## src/rtl/pc_npc.sv

```systemverilog
// Program counter and next-PC selection for the single-cycle MIPS datapath.
// PC is a register updated only on the clock edge. NPC, PCPlus4 and Taken are
// combinational. An illegal next PC (misaligned or outside instruction memory)
// sends the block into a sticky HALT state that only reset clears. The
// retired-instruction counter saturates instead of wrapping.
module pc_npc #(
  parameter logic [31:0] RESET_PC = 32'h0000_3000,
  parameter int          IM_WORDS = 4096
) (
  input  logic        clk,
  input  logic        reset,
  input  logic [7:0]  NPCOp,
  input  logic        CMPOut,
  input  logic [15:0] Imm16,
  input  logic [25:0] Imm26,
  input  logic [31:0] RegData,
  input  logic        Stall,
  output logic [31:0] PC,
  output logic [31:0] PCPlus4,
  output logic [31:0] NPC,
  output logic        Taken,
  output logic        Halt,
  output logic [31:0] InstrCount
);

  // Next-PC select encodings.
  localparam logic [7:0] OP_PC4 = 8'd0;
  localparam logic [7:0] OP_BR  = 8'd1;
  localparam logic [7:0] OP_J   = 8'd2;
  localparam logic [7:0] OP_JR  = 8'd3;

  // Legal fetch window, held in 33 bits so the upper bound cannot overflow
  // even when the window ends exactly at 2^32.
  localparam logic [32:0] PC_LO = {1'b0, RESET_PC};
  localparam logic [32:0] PC_HI = {1'b0, RESET_PC} + ({1'b0, 32'(IM_WORDS)} << 2);

  localparam logic [31:0] CNT_MAX = 32'hFFFF_FFFF;

  typedef enum logic {
    ST_RUN  = 1'b0,
    ST_HALT = 1'b1
  } state_t;

  state_t      r_state;
  logic [31:0] r_pc;
  logic [31:0] r_instr_count;
  logic        r_halt;

  logic [31:0] w_pc_plus4;
  logic [31:0] w_br_offset;
  logic [31:0] w_br_target;
  logic [31:0] w_jump_target;
  logic [31:0] w_npc;
  logic [32:0] w_npc_ext;
  logic        w_npc_aligned;
  logic        w_npc_in_range;
  logic        w_npc_legal;
  logic        w_taken;

  // Candidate targets. Jump targets take their upper nibble from PC itself,
  // not from PC+4; there is no delay slot.
  assign w_pc_plus4    = r_pc + 32'd4;
  assign w_br_offset   = {{14{Imm16[15]}}, Imm16, 2'b00};
  assign w_br_target   = w_pc_plus4 + w_br_offset;
  assign w_jump_target = {r_pc[31:28], Imm26, 2'b00};
  assign w_taken       = (NPCOp == OP_BR) & CMPOut;

  // Next-PC mux; unknown op codes fall through to sequential fetch.
  always_comb begin
    w_npc = w_pc_plus4;
    case (NPCOp)
      OP_PC4:  w_npc = w_pc_plus4;
      OP_BR:   w_npc = CMPOut ? w_br_target : w_pc_plus4;
      OP_J:    w_npc = w_jump_target;
      OP_JR:   w_npc = RegData;
      default: w_npc = w_pc_plus4;
    endcase
  end

  // Legality: word aligned and inside [RESET_PC, RESET_PC + 4*IM_WORDS).
  assign w_npc_ext      = {1'b0, w_npc};
  assign w_npc_aligned  = (w_npc[1:0] == 2'b00);
  assign w_npc_in_range = (w_npc_ext >= PC_LO) && (w_npc_ext < PC_HI);
  assign w_npc_legal    = w_npc_aligned && w_npc_in_range;

  // RUN/HALT state machine owning PC, the retire counter and the halt flag.
  always_ff @(posedge clk) begin
    if (reset) begin
      r_state       <= ST_RUN;
      r_pc          <= RESET_PC;
      r_instr_count <= 32'd0;
      r_halt        <= 1'b0;
    end else begin
      case (r_state)
        ST_RUN: begin
          if (!Stall) begin
            // The instruction retires whether or not its successor is legal.
            if (r_instr_count != CNT_MAX) begin
              r_instr_count <= r_instr_count + 32'd1;
            end
            if (w_npc_legal) begin
              r_pc <= w_npc;
            end else begin
              r_state <= ST_HALT;
              r_halt  <= 1'b1;
            end
          end
        end
        ST_HALT: begin
          // Frozen until reset.
          r_halt <= 1'b1;
        end
        default: begin
          r_state <= ST_HALT;
          r_halt  <= 1'b1;
        end
      endcase
    end
  end

  assign PC         = r_pc;
  assign PCPlus4    = w_pc_plus4;
  assign NPC        = w_npc;
  assign Taken      = w_taken;
  assign Halt       = r_halt;
  assign InstrCount = r_instr_count;

endmodule
```

## config.mk

```make
export PLATFORM = sky130hd
export DESIGN_NAME = pc_npc
export DESIGN_NICKNAME = d
export VERILOG_FILES = /design/src/rtl/pc_npc.sv
export SDC_FILE = /design/constraint.sdc
export NUM_CORES = 1
export LEC_CHECK = 0
export CAP_MARGIN = 10
export CORE_ASPECT_RATIO = 0.75
export CORE_MARGIN = 2
export CORE_UTILIZATION = 40
export CTS_CLUSTER_DIAMETER = 50
export DETAILED_ROUTE_END_ITERATION = 16
export GPL_TIMING_DRIVEN = 0
export PLACE_DENSITY = 0.74
export SLEW_MARGIN = 10
export SYNTH_ARGS = -nofsm -noshare
export SYNTH_HDL_FRONTEND = slang
export SYNTH_SLANG_ARGS = --single-unit
```

## constraint.sdc

```tcl
create_clock -name clk -period 7.21 [get_ports clk]
set_input_delay 1.442 -clock clk [delete_from_list [all_inputs] [get_ports clk]]
set_output_delay 1.442 -clock clk [all_outputs]
set_load 0.05 [all_outputs]
```

==> reports/summary.txt <==
Via count of the first global-routing pass - 7351
Reg2reg path depth - 16
Largest net degree at the start of global routing - 17
Ratio of cells with drive above 1 in the final layout - 3.95%
Maximum achievable frequency - 0.141 GHz
Worst-case setup slack after placement - -0.279 ns
Post-route ant nets - 0
Synthesized area divided by synthesized cell count - 7.12 sq um
Overall via count from detail_route - 8122
XOR/XNOR share of the synthesized area - 9.20%
Die outline height - 114 microns
Clock tree buffer depth - 2
Fin crit share - 98.4%
Clock buffers created by TritonCTS - 9
Initial DRC Count - 849
Period minus WS final - 7.10 ns
Die Footprint - 17200 sq um
Final Setup Violations - 0
Slack of the critical path - 0.112 ns
Post-detail-place hpwl - 22800 microns
Hold buffer count at cts - 0
Max capacitance violation total - 0
Synthesis-to-layout area growth - 42.7%
Antenna violations before repair - 0
Total power density per cell area - 124 nW/um^2
Hold path startpoint - r_state
Number of levels in the clock H-tree - 3
Setup tns final - 0 ns
Skew final - 0.00498 ns
Flop-to-flop setup slack - 0.91 ns
Register clock-pin slew on the reported worst setup and hold paths - 0.05 ns
Count of filler cells inserted in the layout - 1512
Count of antenna diodes in the layout - 0
Count of flip-flops with a built-in enable after synthesis - 0
Flops & latches, synth - 66
Standard cell core area - 15900 sq um
PortBufs - 214
Number of core rows - 40
Run status - complete, no violations
Cell area after layout - 9240 sq um
Final global-route overflow total - 0
Arrival @ worst endpoint - 5.66 ns
Total DRC errors in the routed layout - 0
CTS tree - built
Type of the most critical hold path - reg -> reg
Count of cell types in the netlist - 67
Seq/Total Area, Yosys - 20.4%
Die outline width - 151 microns
Number of ports placed on the die boundary - 216
Critical path endpoint category - output port
Mux cell area share after synthesis - 2.90%
DR WL/cell - 20.9 microns
PnR Total Power - 1.15 mW
Via density per instance - 6.03
Mapped cell area - 6470 sq um
Hold violation count in the final report - 0
Final Max Tran Viols - 0
Primary flip-flop cell chosen by synthesis mapping - sky130_fd_sc_hd__dfxtp_1
CTS root buffer - sky130_fd_sc_hd__clkbuf_16
Post-synthesis instance total - 909
Share of synthesized cell area in and, or, nand and nor gates - 30.7%
Synthesized-area fraction occupied by ao, oa, aoi and oai cells - 25.2%
Crit path launch type - primary input
Unrepaired setup endpoints after global routing - false
Most frequent standard cell in the layout excluding fill and tap cells - sky130_fd_sc_hd__clkdlybuf4s50_1
Smallest hold slack - 0.490 ns
Worst R2R End - PC[6]
Leakage power figure - 3.45 nW
Post-synthesis async set-or-reset flop share - 0%
Critical R2R Launch - PC[2]
Post-Syn Nets - 1029
CP max FO - 16
Effective utilization at floorplan - 40.7%
Global-route wire length before repair - 41700 microns
IR drop worst, VDD - 0.141 mV
Adder and majority cell fraction of the synthesized area - 6.69%
Dpl cell area - 8880 sq um
Overall global routing resource usage - 31.6%
Cell count of the worst hold path - 2
Total detailed-routing wirelength - 28200 microns
Endpoint with the worst hold slack - r_state
Finished Layout Cells - 1348
Cell count after placement - 1333
Required time of the critical path - 5.77 ns
Synth warn - 0
Sink count of the clock tree - 66
Clock insertion delay at the later pin of the skew report - 0.33 ns
Commonest cells after routing, fill and taps aside - 213 x sky130_fd_sc_hd__clkdlybuf4s50_1, 95 x sky130_fd_sc_hd__nor2_1, 89 x sky130_fd_sc_hd__nand2_1, 83 x sky130_fd_sc_hd__a21oi_1, 66 x sky130_fd_sc_hd__dfxtp_1
Max transition margin - 24.4%
End-of-flow core utilization - 58.1%
Number of setup buffers added after CTS - 0
Routability-driven placement congestion ratio - 0.990
Post-cts repair resize count - 2
Nets@finish - 1253
Crit Path Class - in -> out
Count of TritonRoute iterations in the first routing pass - 5
Transition at the pin with the smallest max-transition slack - 1.12 ns
Largest family of logic cells by synthesized area - simple AND/OR/NAND/NOR gates
[critical path, cell delays in order]
cell and delay, ns:
sky130_fd_sc_hd__clkdlybuf4s50_1 0.98, sky130_fd_sc_hd__ha_1 0.35, sky130_fd_sc_hd__clkbuf_1 0.21, sky130_fd_sc_hd__a21oi_1 0.24, sky130_fd_sc_hd__o21a_1 0.21, sky130_fd_sc_hd__o221ai_1 0.12
sky130_fd_sc_hd__a221oi_1 0.62, sky130_fd_sc_hd__o21bai_1 0.14, sky130_fd_sc_hd__o21bai_1 0.17, sky130_fd_sc_hd__nor2_1 0.29, sky130_fd_sc_hd__clkdlybuf4s50_1 0.87
[area by class of cell]
| type | count | area [sq um] | share of cell area [%] |
|---|---|---|---|
| multi-input combinational | 763 | 4850 | 52.5 |
| buffer | 50 | 208 | 2.25 |
| timing repair buffer | 214 | 2140 | 23.2 |
| clock inverter | 7 | 118 | 1.27 |
| sequential | 66 | 1320 | 14.3 |
| clock buffer | 9 | 225 | 2.44 |
| tap | 210 | 263 | 2.84 |
| inverter | 29 | 109 | 1.18 |
[cells in the mapped netlist (15+ instances only)]
cell type	n	area (sq um)
sky130_fd_sc_hd__nor2_1	95	357
sky130_fd_sc_hd__o21ai_0	50	250
sky130_fd_sc_hd__dfxtp_1	66	1320
sky130_fd_sc_hd__nand3_1	35	175
sky130_fd_sc_hd__o31ai_1	15	113
sky130_fd_sc_hd__nor3_1	28	140
sky130_fd_sc_hd__inv_1	29	109
sky130_fd_sc_hd__a21oi_1	83	415
sky130_fd_sc_hd__clkbuf_1	41	154
sky130_fd_sc_hd__ha_1	33	413
sky130_fd_sc_hd__xnor2_1	38	333
sky130_fd_sc_hd__a31oi_1	17	106
sky130_fd_sc_hd__nor3b_1	18	135
sky130_fd_sc_hd__nand2_1	89	334
sky130_fd_sc_hd__nand4_1	32	200
sky130_fd_sc_hd__xor2_1	30	263
[sequential cells by signal (all words and copies together), names as in the netlist]
register / flops
InstrCount: 32
Halt: 1
PC: 32
r_state: 1
[worst max path at each step]
| stage | to | cells after the start | startpoint | slack (ns) |
|---|---|---|---|---|
| after floorplan | NPC[29] | 12 | PC[8] | 0.31 |
| after global routing | NPC[28] | 11 | Imm16[15] | 0.04 |
| after CTS | NPC[8] | 11 | NPCOp[0] | 0.03 |
| after global placement | NPC[8] | 11 | NPCOp[0] | -0.24 |
| after detailed placement | NPC[8] | 11 | NPCOp[0] | -0.28 |
| final | NPC[28] | 11 | Imm16[15] | 0.11 |
[routing by layer]
layer | share of wire [%] | track usage [%] | up-vias
li1 | - | - | 3823
met1 | 42 | 44.0 | 3732
met2 | 41 | 46.3 | 523
met3 | 14 | 11.5 | 44
met4 | 2.2 | 7.85 | 0
met5 | 0 | 0 | -
[power by group]
part	total [mW]	internal, mW	switching [mW]
registers	0.375	0.369	0.00597
clock network	0.497	0.337	0.161
logic	0.277	0.110	0.167
[kinds of logic (layout without fill, tap and decap cells)]
logic type,Yosys count,count (layout)
multiplexers,18,18
adder cells (fa/ha/maj),34,34
buffers and inverters,80,309
AND/OR/NAND/NOR,385,385
flip-flops,66,66
AO/OA/AOI/OAI,258,258
XOR/XNOR,68,68
Note: power is estimated with default switching activity, not from simulation.
